<file path="config.mk">
export PLATFORM = sky130hd
export DESIGN_NAME = dbg_guv_ctl
export DESIGN_NICKNAME = d
export VERILOG_FILES = /design/src/rtl/dbg_guv_pkg.sv /design/src/rtl/dbg_guv_ch_regs.sv /design/src/rtl/dbg_guv_ctl.sv
export SDC_FILE = /design/constraint.sdc
export NUM_CORES = 2
export LEC_CHECK = 0
export CORE_UTILIZATION = 40
export CTS_CLUSTER_DIAMETER = 200
export CTS_CLUSTER_SIZE = 14
export DETAILED_ROUTE_END_ITERATION = 6
export PLACE_DENSITY_LB_ADDON = 0.08
export SLEW_MARGIN = 20
export SYNTH_ARGS = -nofsm -noshare
export SYNTH_HDL_FRONTEND = slang
export SYNTH_SLANG_ARGS = --single-unit
</file>
<file path="constraint.sdc">
create_clock -name clk -period 61.4 [get_ports clk]
set_input_delay 6.14 -clock clk [delete_from_list [all_inputs] [get_ports clk]]
set_output_delay 6.14 -clock clk [all_outputs]
set_load 0.02 [all_outputs]
</file>
<file path="src/rtl/dbg_guv_pkg.sv">
// Shared definitions for the multi-channel debug governor controller:
// register map, FSM encodings, address-flit field offsets, response bit positions.
package dbg_guv_pkg;

    localparam logic [3:0] REG_DROP_CNT      = 4'd0;
    localparam logic [3:0] REG_LOG_CNT       = 4'd1;
    localparam logic [3:0] REG_INJ_TDATA     = 4'd2;
    localparam logic [3:0] REG_INJ_TVALID    = 4'd3;
    localparam logic [3:0] REG_INJ_TLAST     = 4'd4;
    localparam logic [3:0] REG_INJ_TKEEP     = 4'd5;
    localparam logic [3:0] REG_INJ_TDEST     = 4'd6;
    localparam logic [3:0] REG_INJ_TID       = 4'd7;
    localparam logic [3:0] REG_KEEP_PAUSING  = 4'd8;
    localparam logic [3:0] REG_KEEP_LOGGING  = 4'd9;
    localparam logic [3:0] REG_KEEP_DROPPING = 4'd10;
    localparam logic [3:0] REG_READBACK      = 4'd14;
    localparam logic [3:0] REG_LATCH         = 4'd15;

    localparam logic [0:0] ST_ADDR = 1'b0;
    localparam logic [0:0] ST_DATA = 1'b1;

    localparam int REG_LSB = 0;
    localparam int CH_LSB  = 4;

    function automatic int core_lsb(input int ch_w);
        return ch_w + 4;
    endfunction

    function automatic int core_msb(input int ch_w, input int addr_w);
        return addr_w + ch_w + 3;
    endfunction

    // Offsets inside the top status byte of a response flit
    localparam int RSP_KEEP_PAUSING  = 0;
    localparam int RSP_KEEP_LOGGING  = 1;
    localparam int RSP_KEEP_DROPPING = 2;
    localparam int RSP_INJ_TVALID    = 3;
    localparam int RSP_CH_LSB        = 4;

    function automatic int rsp_status_lsb(input int data_w);
        return data_w - 8;
    endfunction

    function automatic int rsp_overrun_bit(input int data_w);
        return data_w - 9;
    endfunction

endpackage

</file>
<file path="src/rtl/dbg_guv_ch_regs.sv">
// One governor channel: shadow registers written by the command decoder,
// active registers loaded on commit, and the saturating drop/log countdowns.
module dbg_guv_ch_regs
    import dbg_guv_pkg::*;
#(
    parameter int DATA_WIDTH = 32,
    parameter int DEST_WIDTH = 16,
    parameter int ID_WIDTH   = 16,
    parameter int CNT_SIZE   = 16
) (
    input  logic                    clk,
    input  logic                    rst,
    input  logic                    wr_en_i,
    input  logic [3:0]              wr_reg_i,
    input  logic [DATA_WIDTH-1:0]   wr_data_i,
    input  logic                    commit_i,
    input  logic                    in_flit_i,
    input  logic                    log_flit_i,
    input  logic                    inj_tready_i,
    output logic                    pause_o,
    output logic                    drop_o,
    output logic                    log_en_o,
    output logic [DATA_WIDTH-1:0]   inj_tdata_o,
    output logic                    inj_tvalid_o,
    output logic [DATA_WIDTH/8-1:0] inj_tkeep_o,
    output logic [DEST_WIDTH-1:0]   inj_tdest_o,
    output logic [ID_WIDTH-1:0]     inj_tid_o,
    output logic                    inj_tlast_o,
    output logic [CNT_SIZE-1:0]     drop_cnt_o,
    output logic [CNT_SIZE-1:0]     log_cnt_o,
    output logic                    keep_pausing_o,
    output logic                    keep_logging_o,
    output logic                    keep_dropping_o
);

    logic [CNT_SIZE-1:0]     sh_drop_q, sh_log_q;
    logic [DATA_WIDTH-1:0]   sh_tdata_q;
    logic                    sh_tvalid_q, sh_tlast_q;
    logic [DATA_WIDTH/8-1:0] sh_tkeep_q;
    logic [DEST_WIDTH-1:0]   sh_tdest_q;
    logic [ID_WIDTH-1:0]     sh_tid_q;
    logic                    sh_kp_q, sh_kl_q, sh_kd_q;

    logic [CNT_SIZE-1:0]     drop_q, drop_d, log_q, log_d;
    logic                    tvalid_q, tvalid_d;
    logic [DATA_WIDTH-1:0]   tdata_q;
    logic                    tlast_q;
    logic [DATA_WIDTH/8-1:0] tkeep_q;
    logic [DEST_WIDTH-1:0]   tdest_q;
    logic [ID_WIDTH-1:0]     tid_q;
    logic                    kp_q, kl_q, kd_q;

    logic unused_wr;
    assign unused_wr = ^wr_data_i;

    always_ff @(posedge clk or posedge rst) begin
        if (rst) begin
            sh_drop_q   <= '0;
            sh_log_q    <= '0;
            sh_tdata_q  <= '0;
            sh_tvalid_q <= 1'b0;
            sh_tlast_q  <= 1'b0;
            sh_tkeep_q  <= '0;
            sh_tdest_q  <= '0;
            sh_tid_q    <= '0;
            sh_kp_q     <= 1'b0;
            sh_kl_q     <= 1'b0;
            sh_kd_q     <= 1'b0;
        end else if (commit_i) begin
            // One-shot fields are consumed by a commit; inject payload is kept
            sh_drop_q   <= '0;
            sh_log_q    <= '0;
            sh_tvalid_q <= 1'b0;
            sh_kp_q     <= 1'b0;
            sh_kl_q     <= 1'b0;
            sh_kd_q     <= 1'b0;
        end else if (wr_en_i) begin
            case (wr_reg_i)
                REG_DROP_CNT:      sh_drop_q   <= wr_data_i[CNT_SIZE-1:0];
                REG_LOG_CNT:       sh_log_q    <= wr_data_i[CNT_SIZE-1:0];
                REG_INJ_TDATA:     sh_tdata_q  <= wr_data_i;
                REG_INJ_TVALID:    sh_tvalid_q <= wr_data_i[0];
                REG_INJ_TLAST:     sh_tlast_q  <= wr_data_i[0];
                REG_INJ_TKEEP:     sh_tkeep_q  <= wr_data_i[DATA_WIDTH/8-1:0];
                REG_INJ_TDEST:     sh_tdest_q  <= wr_data_i[DEST_WIDTH-1:0];
                REG_INJ_TID:       sh_tid_q    <= wr_data_i[ID_WIDTH-1:0];
                REG_KEEP_PAUSING:  sh_kp_q     <= wr_data_i[0];
                REG_KEEP_LOGGING:  sh_kl_q     <= wr_data_i[0];
                REG_KEEP_DROPPING: sh_kd_q     <= wr_data_i[0];
                default: ;
            endcase
        end
    end

    always_comb begin
        drop_d   = drop_q;
        log_d    = log_q;
        tvalid_d = tvalid_q && !inj_tready_i;
        if (in_flit_i && drop_q != '0) drop_d = drop_q - CNT_SIZE'(1);
        if (log_flit_i && log_q != '0) log_d = log_q - CNT_SIZE'(1);
        // A commit overrides any same-cycle event on this channel
        if (commit_i) begin
            drop_d   = sh_drop_q;
            log_d    = sh_log_q;
            tvalid_d = sh_tvalid_q;
        end
    end

    always_ff @(posedge clk or posedge rst) begin
        if (rst) begin
            drop_q   <= '0;
            log_q    <= '0;
            tvalid_q <= 1'b0;
            tdata_q  <= '0;
            tlast_q  <= 1'b0;
            tkeep_q  <= '0;
            tdest_q  <= '0;
            tid_q    <= '0;
            kp_q     <= 1'b0;
            kl_q     <= 1'b0;
            kd_q     <= 1'b0;
        end else begin
            drop_q   <= drop_d;
            log_q    <= log_d;
            tvalid_q <= tvalid_d;
            if (commit_i) begin
                tdata_q <= sh_tdata_q;
                tlast_q <= sh_tlast_q;
                tkeep_q <= sh_tkeep_q;
                tdest_q <= sh_tdest_q;
                tid_q   <= sh_tid_q;
                kp_q    <= sh_kp_q;
                kl_q    <= sh_kl_q;
                kd_q    <= sh_kd_q;
            end
        end
    end

    assign pause_o         = kp_q && drop_q == '0 && log_q == '0;
    assign log_en_o        = kl_q || log_q != '0;
    assign drop_o          = kd_q || drop_q != '0;
    assign inj_tdata_o     = tdata_q;
    assign inj_tvalid_o    = tvalid_q;
    assign inj_tkeep_o     = tkeep_q;
    assign inj_tdest_o     = tdest_q;
    assign inj_tid_o       = tid_q;
    assign inj_tlast_o     = tlast_q;
    assign drop_cnt_o      = drop_q;
    assign log_cnt_o       = log_q;
    assign keep_pausing_o  = kp_q;
    assign keep_logging_o  = kl_q;
    assign keep_dropping_o = kd_q;

endmodule

</file>
<file path="src/rtl/dbg_guv_ctl.sv">
// Multi-channel debug governor controller: command decode FSM, per-channel registers,
// daisy-chain forward and (with DBG_GUV_CTL_READBACK_EN) a one-entry status response buffer.
module dbg_guv_ctl
    import dbg_guv_pkg::*;
#(
    parameter int DATA_WIDTH = 32,
    parameter int DEST_WIDTH = 16,
    parameter int ID_WIDTH   = 16,
    parameter int CNT_SIZE   = 16,
    parameter int ADDR_WIDTH = 10,
    parameter int ADDR       = 0,
    parameter int NUM_CH     = 4,
    parameter int CH_W       = 2,
    parameter int PIPE_STAGE = 1
) (
    input  logic                               clk,
    input  logic                               rst,
    input  logic [DATA_WIDTH-1:0]              cmd_in_TDATA,
    input  logic                               cmd_in_TVALID,
    output logic [DATA_WIDTH-1:0]              cmd_out_TDATA,
    output logic                               cmd_out_TVALID,
    input  logic [NUM_CH-1:0]                  in_flit,
    input  logic [NUM_CH-1:0]                  log_flit,
    output logic [NUM_CH-1:0]                  pause,
    output logic [NUM_CH-1:0]                  drop,
    output logic [NUM_CH-1:0]                  log_en,
    output logic [NUM_CH*DATA_WIDTH-1:0]       inj_TDATA,
    output logic [NUM_CH-1:0]                  inj_TVALID,
    input  logic [NUM_CH-1:0]                  inj_TREADY,
    output logic [NUM_CH*(DATA_WIDTH/8)-1:0]   inj_TKEEP,
    output logic [NUM_CH*DEST_WIDTH-1:0]       inj_TDEST,
    output logic [NUM_CH*ID_WIDTH-1:0]         inj_TID,
    output logic [NUM_CH-1:0]                  inj_TLAST,
    output logic [DATA_WIDTH-1:0]              rsp_TDATA,
    output logic                               rsp_TVALID,
    input  logic                               rsp_TREADY
);

    localparam int CORE_LSB = core_lsb(CH_W);
    localparam int CORE_MSB = core_msb(CH_W, ADDR_WIDTH);

    logic [3:0]            a_reg;
    logic [CH_W-1:0]       a_ch;
    logic [ADDR_WIDTH-1:0] a_core;
    logic                  for_us;

    assign a_reg  = cmd_in_TDATA[REG_LSB +: 4];
    assign a_ch   = cmd_in_TDATA[CH_LSB +: CH_W];
    assign a_core = cmd_in_TDATA[CORE_MSB:CORE_LSB];
    assign for_us = cmd_in_TVALID && a_core == ADDR_WIDTH'(ADDR) && 32'(a_ch) < NUM_CH;

    logic [0:0]      state_q, state_d;
    logic [3:0]      reg_q, reg_d;
    logic [CH_W-1:0] ch_q, ch_d;
    logic            wr_en, commit_any, rb_req;

    always_comb begin
        state_d    = state_q;
        reg_d      = reg_q;
        ch_d       = ch_q;
        wr_en      = 1'b0;
        commit_any = 1'b0;
        rb_req     = 1'b0;
        case (state_q)
            ST_ADDR: begin
                if (for_us) begin
                    if (a_reg <= REG_KEEP_DROPPING) begin
                        state_d = ST_DATA;
                        reg_d   = a_reg;
                        ch_d    = a_ch;
                    end else if (a_reg == REG_LATCH) begin
                        commit_any = 1'b1;
                    end else if (a_reg == REG_READBACK) begin
                        rb_req = 1'b1;
                    end
                end
            end
            default: begin
                // Data flit is taken regardless of its core field
                if (cmd_in_TVALID) begin
                    wr_en   = 1'b1;
                    state_d = ST_ADDR;
                end
            end
        endcase
    end

    always_ff @(posedge clk or posedge rst) begin
        if (rst) begin
            state_q <= ST_ADDR;
            reg_q   <= '0;
            ch_q    <= '0;
        end else begin
            state_q <= state_d;
            reg_q   <= reg_d;
            ch_q    <= ch_d;
        end
    end

    logic [NUM_CH*CNT_SIZE-1:0] st_drop, st_log;
    logic [NUM_CH-1:0]          st_kp, st_kl, st_kd;

    for (genvar i = 0; i < NUM_CH; i++) begin : g_ch
        dbg_guv_ch_regs #(
            .DATA_WIDTH (DATA_WIDTH),
            .DEST_WIDTH (DEST_WIDTH),
            .ID_WIDTH   (ID_WIDTH),
            .CNT_SIZE   (CNT_SIZE)
        ) u_regs (
            .clk             (clk),
            .rst             (rst),
            .wr_en_i         (wr_en && ch_q == CH_W'(i)),
            .wr_reg_i        (reg_q),
            .wr_data_i       (cmd_in_TDATA),
            .commit_i        (commit_any && a_ch == CH_W'(i)),
            .in_flit_i       (in_flit[i]),
            .log_flit_i      (log_flit[i]),
            .inj_tready_i    (inj_TREADY[i]),
            .pause_o         (pause[i]),
            .drop_o          (drop[i]),
            .log_en_o        (log_en[i]),
            .inj_tdata_o     (inj_TDATA[i*DATA_WIDTH +: DATA_WIDTH]),
            .inj_tvalid_o    (inj_TVALID[i]),
            .inj_tkeep_o     (inj_TKEEP[i*(DATA_WIDTH/8) +: (DATA_WIDTH/8)]),
            .inj_tdest_o     (inj_TDEST[i*DEST_WIDTH +: DEST_WIDTH]),
            .inj_tid_o       (inj_TID[i*ID_WIDTH +: ID_WIDTH]),
            .inj_tlast_o     (inj_TLAST[i]),
            .drop_cnt_o      (st_drop[i*CNT_SIZE +: CNT_SIZE]),
            .log_cnt_o       (st_log[i*CNT_SIZE +: CNT_SIZE]),
            .keep_pausing_o  (st_kp[i]),
            .keep_logging_o  (st_kl[i]),
            .keep_dropping_o (st_kd[i])
        );
    end

`ifdef DBG_GUV_CTL_READBACK_EN
    localparam int ST_LSB = rsp_status_lsb(DATA_WIDTH);
    localparam int OVR_BIT = rsp_overrun_bit(DATA_WIDTH);

    logic                  rsp_valid_q, overrun_q, drain, accept;
    logic [DATA_WIDTH-1:0] rsp_data_q, rsp_data_d;
    logic [CNT_SIZE-1:0]   sel_drop, sel_log;
    logic                  sel_tvalid, sel_kp, sel_kl, sel_kd;

    assign drain  = rsp_valid_q && rsp_TREADY;
    assign accept = rb_req && (!rsp_valid_q || drain);

    always_comb begin
        sel_drop   = '0;
        sel_log    = '0;
        sel_tvalid = 1'b0;
        sel_kp     = 1'b0;
        sel_kl     = 1'b0;
        sel_kd     = 1'b0;
        for (int i = 0; i < NUM_CH; i++) begin
            if (a_ch == CH_W'(i)) begin
                sel_drop   = st_drop[i*CNT_SIZE +: CNT_SIZE];
                sel_log    = st_log[i*CNT_SIZE +: CNT_SIZE];
                sel_tvalid = inj_TVALID[i];
                sel_kp     = st_kp[i];
                sel_kl     = st_kl[i];
                sel_kd     = st_kd[i];
            end
        end
        rsp_data_d = '0;
        rsp_data_d[CNT_SIZE-1:0] = sel_drop;
        for (int b = 0; b < CNT_SIZE; b++) begin
            if (CNT_SIZE + b < DATA_WIDTH) rsp_data_d[CNT_SIZE + b] = sel_log[b];
        end
        // Status byte and overrun flag take precedence over high log_cnt bits
        rsp_data_d[ST_LSB + RSP_CH_LSB +: 4]     = 4'(a_ch);
        rsp_data_d[ST_LSB + RSP_INJ_TVALID]      = sel_tvalid;
        rsp_data_d[ST_LSB + RSP_KEEP_DROPPING]   = sel_kd;
        rsp_data_d[ST_LSB + RSP_KEEP_LOGGING]    = sel_kl;
        rsp_data_d[ST_LSB + RSP_KEEP_PAUSING]    = sel_kp;
        rsp_data_d[OVR_BIT]                      = overrun_q;
    end

    always_ff @(posedge clk or posedge rst) begin
        if (rst) begin
            rsp_valid_q <= 1'b0;
            rsp_data_q  <= '0;
            overrun_q   <= 1'b0;
        end else if (accept) begin
            rsp_valid_q <= 1'b1;
            rsp_data_q  <= rsp_data_d;
            overrun_q   <= 1'b0;
        end else begin
            if (drain) rsp_valid_q <= 1'b0;
            if (rb_req) overrun_q <= 1'b1;
        end
    end

    assign rsp_TVALID = rsp_valid_q;
    assign rsp_TDATA  = rsp_data_q;
`else
    logic unused_rsp;
    assign unused_rsp = ^{rsp_TREADY, rb_req, st_drop, st_log, st_kp, st_kl, st_kd};
    assign rsp_TVALID = 1'b0;
    assign rsp_TDATA  = '0;
`endif

    if (PIPE_STAGE != 0) begin : g_pipe
        logic [DATA_WIDTH-1:0] fwd_data_q;
        logic                  fwd_valid_q;
        always_ff @(posedge clk or posedge rst) begin
            if (rst) begin
                fwd_data_q  <= '0;
                fwd_valid_q <= 1'b0;
            end else begin
                fwd_data_q  <= cmd_in_TDATA;
                fwd_valid_q <= cmd_in_TVALID;
            end
        end
        assign cmd_out_TDATA  = fwd_data_q;
        assign cmd_out_TVALID = fwd_valid_q;
    end else begin : g_comb
        assign cmd_out_TDATA  = cmd_in_TDATA;
        assign cmd_out_TVALID = cmd_in_TVALID;
    end

endmodule
</file>
==> qor.yml <==
timing:
  tightest_slew_ns: 1.11
  period_minus_slack_ns: 9.62
  setup_viol: 0
  finalHoldViolCount: 0
  fin_ws_ns: 51.78
  clock.fmax_mhz: 104
  slew_headroom: 0.256
  period_share: 0.157
  clock-skew-final_ns: 0.0160
  rsz0062_at_grt: "no"
  slew_violations: 0
  setup_tns_ns: 0
die:
  core_area_um2: 90100
  die-area_um2: 92300
  die_x_um: 304
  start_util: 0.404
  die_y_um: 304
  core.rowCount: 110
  design.portCount: 406
place:
  dp_slack_ns: 51.33
  gp_congestion: 0.810
  port_buffers: 371
  post-dp-hpwl_um: 63800
cells_and_area:
  drive_gt1_frac: 0.116
  area_growth_pct: 18.1
  num-nets-final: 3862
run_status:
  outcome: "completed"
worst_setup_path:
  cp-start-kind: "flip-flop"
  critPathArrivalTime_ns: 3.48
  crit_path_max_incr_delay_ns: 0.75
  r2r_slack_ns: 58.08
  crit_family: "simple AND/OR/NAND/NOR gates"
  cpMaxStageDelayCell: "nor4b_1"
  path_cells: "inv_1, ha_1, nor4b_1, nand4_1, or2_2, clkdlybuf4s50_1"
  required_ns: 55.26
  crit_buf_inv: 2
  path_max_fanout: 6
  path_class: "flip-flop to primary output"
  end_kind: "primary output"
pwr:
  power.switching_mw: 0.349
  power_frac_comb: 0.128
  peakVddDrop_mv: 0.0181
  p_leak_nw: 21.1
  p_sw_frac: 0.279
  power_density_nw_per_um2: 29.1
  pwr-share-seq: 0.530
  p_int_mw: 0.903
  clkPwrFrac: 0.343
synthesis:
  syn_area_um2: 36400
  avgSynthCellArea_um2: 10.3
  synthArstFlopShare: 1.00
  syn_inst: 3521
  seq_area_frac_synth: 0.604
  synth_edf_count: 0
  yosysWarnings: 0
  synthFlopType: "dfrtp_1"
  synth-seq-cells: 880
  synth.distinct_cells: 67
route:
  routed_via_density: 5.14
  top_layer: "met5"
  post-route-drc-count: 0
  drt_wl_total_um: 106000
  antenna_left: 0
  wl_met1_um: 48300
  avgRoutedWirePerCell_um: 21.3
  firstDrtPassIters: 4
  drt_iter0_markers: 1647
  vias: 25600
  wl_met2_um: 49400
  wl_met3_um: 6500
global_route:
  grt_pass1_wl_um: 163000
  antenna_found_initial: 7
  grt_start_max_net_pins: 175
  grt_pass1_vias: 25300
  grt_overflow: 0
  gr-usage-all-layers: 0.231
clock_network:
  clock_sinks: 880
  cts-resized-gates: 0
  cts_tree: "yes"
  cts_max_path_buffers: 3
  clkLatencyLatePin_ns: 0.64
  post-cts-setup-buffers: 0
  cts-root-buf: "clkbuf_16"
  cts_hold_buf: 0
  ctsHtreeMaxLevel: 3
  numCtsBuffers: 72
  clk_pin_slew_ns: 0.07
flow_run:
  maxCapViolCount: 0
hold_path:
  hold_class: "flip-flop to flip-flop"
## worst paths after layout
check | startpoint | to | cells past startpoint
max | g_ch[2].u_regs.log_cnt_o[0] | log_en[2] | 6
min | g_ch[2].u_regs.sh_tdest_q[14] | g_ch[2].u_regs.inj_tdest_o[14] | 2
min reg2reg | g_ch[2].u_regs.sh_tdest_q[14] | g_ch[2].u_regs.inj_tdest_o[14] | 2
max reg2reg | state_q | g_ch[0].u_regs.drop_cnt_o[4] | 7
min in group asynchronous | rst | g_ch[2].u_regs.inj_tdata_o[28] | 2
max in group asynchronous | rst | g_ch[1].u_regs.inj_tdata_o[14] | 5
## layer usage
| metal | track usage | vias to the layer above |
|---|---|---|
| met3 | 0.0533 | 104 |
| met1 | 0.318 | 12900 |
| li1 | - | 12100 |
| met5 | 0 | - |
| met4 | 0.0531 | 2 |
| met2 | 0.370 | 505 |
## cells in the final DEF, fill, tap and decap left out, drive strengths merged, types with 9 or more instances in the layout
cell and n:
nand2b 9, xnor2 33, buf 61, mux2i 24, clkbuf 74, nand4 17
nor4 30, nand2 1247, nor2 107, nor4b 9, or4 12, conb 33
nor3b 15, nor3 40, or3 15, o2bb2ai 33, xor2 46, ha 16
mux2 280, clkdlybuf4s50 364, a21oi 99, nand3 87, nand3b 14, dfrtp 880
o21ai 127, inv 27
## per-stage QoR
step,hold slack (ns),util,area [um^2],power (mW),std cells
detailed placement,0.447,0.455,41000,0.834,4900
global placement,0.441,0.455,41000,0.832,4900
floorplan,0.430,-,36600,0.788,3553
global route,0.471,0.477,43000,1.32,4981
CTS,0.450,0.477,43000,1.27,4980
finish,0.458,0.477,43000,1.25,4983
## worst reg2reg max path, delay by kind of cell (launching register included)
kind | cells | cell delay, ns
and+or+nand+nor | 5 | 1.34
DFF | 1 | 0.43
buffers and inverters | 2 | 1.43
## power by group through the flow
stage                     registers, mW  logic [mW]  clock network (mW)
after CTS                         0.663       0.162               0.444
after floorplan                   0.665       0.123                   0
after global placement            0.673       0.159                   0
final                             0.663       0.160               0.429
after global routing              0.671       0.183               0.464
after detailed placement          0.673       0.161                   0
## cell families (layout without fill, tap and decap cells)
family / after synthesis / after routing / synth area share
buf+inv: 279 / 530 / 0.0355
compound gates: 313 / 313 / 0.0508
other cells: 1 / 36 / 0.000103
fa+ha+maj: 16 / 16 / 0.00549
simple gates: 1649 / 1649 / 0.192
xor+xnor: 79 / 79 / 0.0190
mux: 304 / 304 / 0.0931
flops: 880 / 880 / 0.604
## Yosys cell counts, drive strengths merged (33+ instances only)
| cell type | instances | share of area |
|---|---|---|
| nand2 | 1247 | 0.13 |
| dfrtp | 880 | 0.60 |
| mux2 | 280 | 0.087 |
| clkbuf | 152 | 0.016 |
| o21ai | 127 | 0.018 |
| nor2 | 107 | 0.011 |
| buf | 102 | 0.017 |
| a21oi | 99 | 0.014 |
| nand3 | 87 | 0.012 |
| xor2 | 46 | 0.011 |
| nor3 | 40 | 0.0059 |
| o2bb2ai | 33 | 0.0079 |
| xnor2 | 33 | 0.0079 |
## cell type report
class | instances | area [um^2]
Fill cell | 8519 | 47100
Sequential cell | 880 | 22000
Multi-Input combinational cell | 2394 | 13300
Timing Repair Buffer | 425 | 4110
Clock buffer | 74 | 1840
Tap cell | 1176 | 1470
Clock inverter | 6 | 133
Inverter | 25 | 101
Antenna cell | 3 | 7.51
No activity file was read; power rests on OpenSTA's default activity.
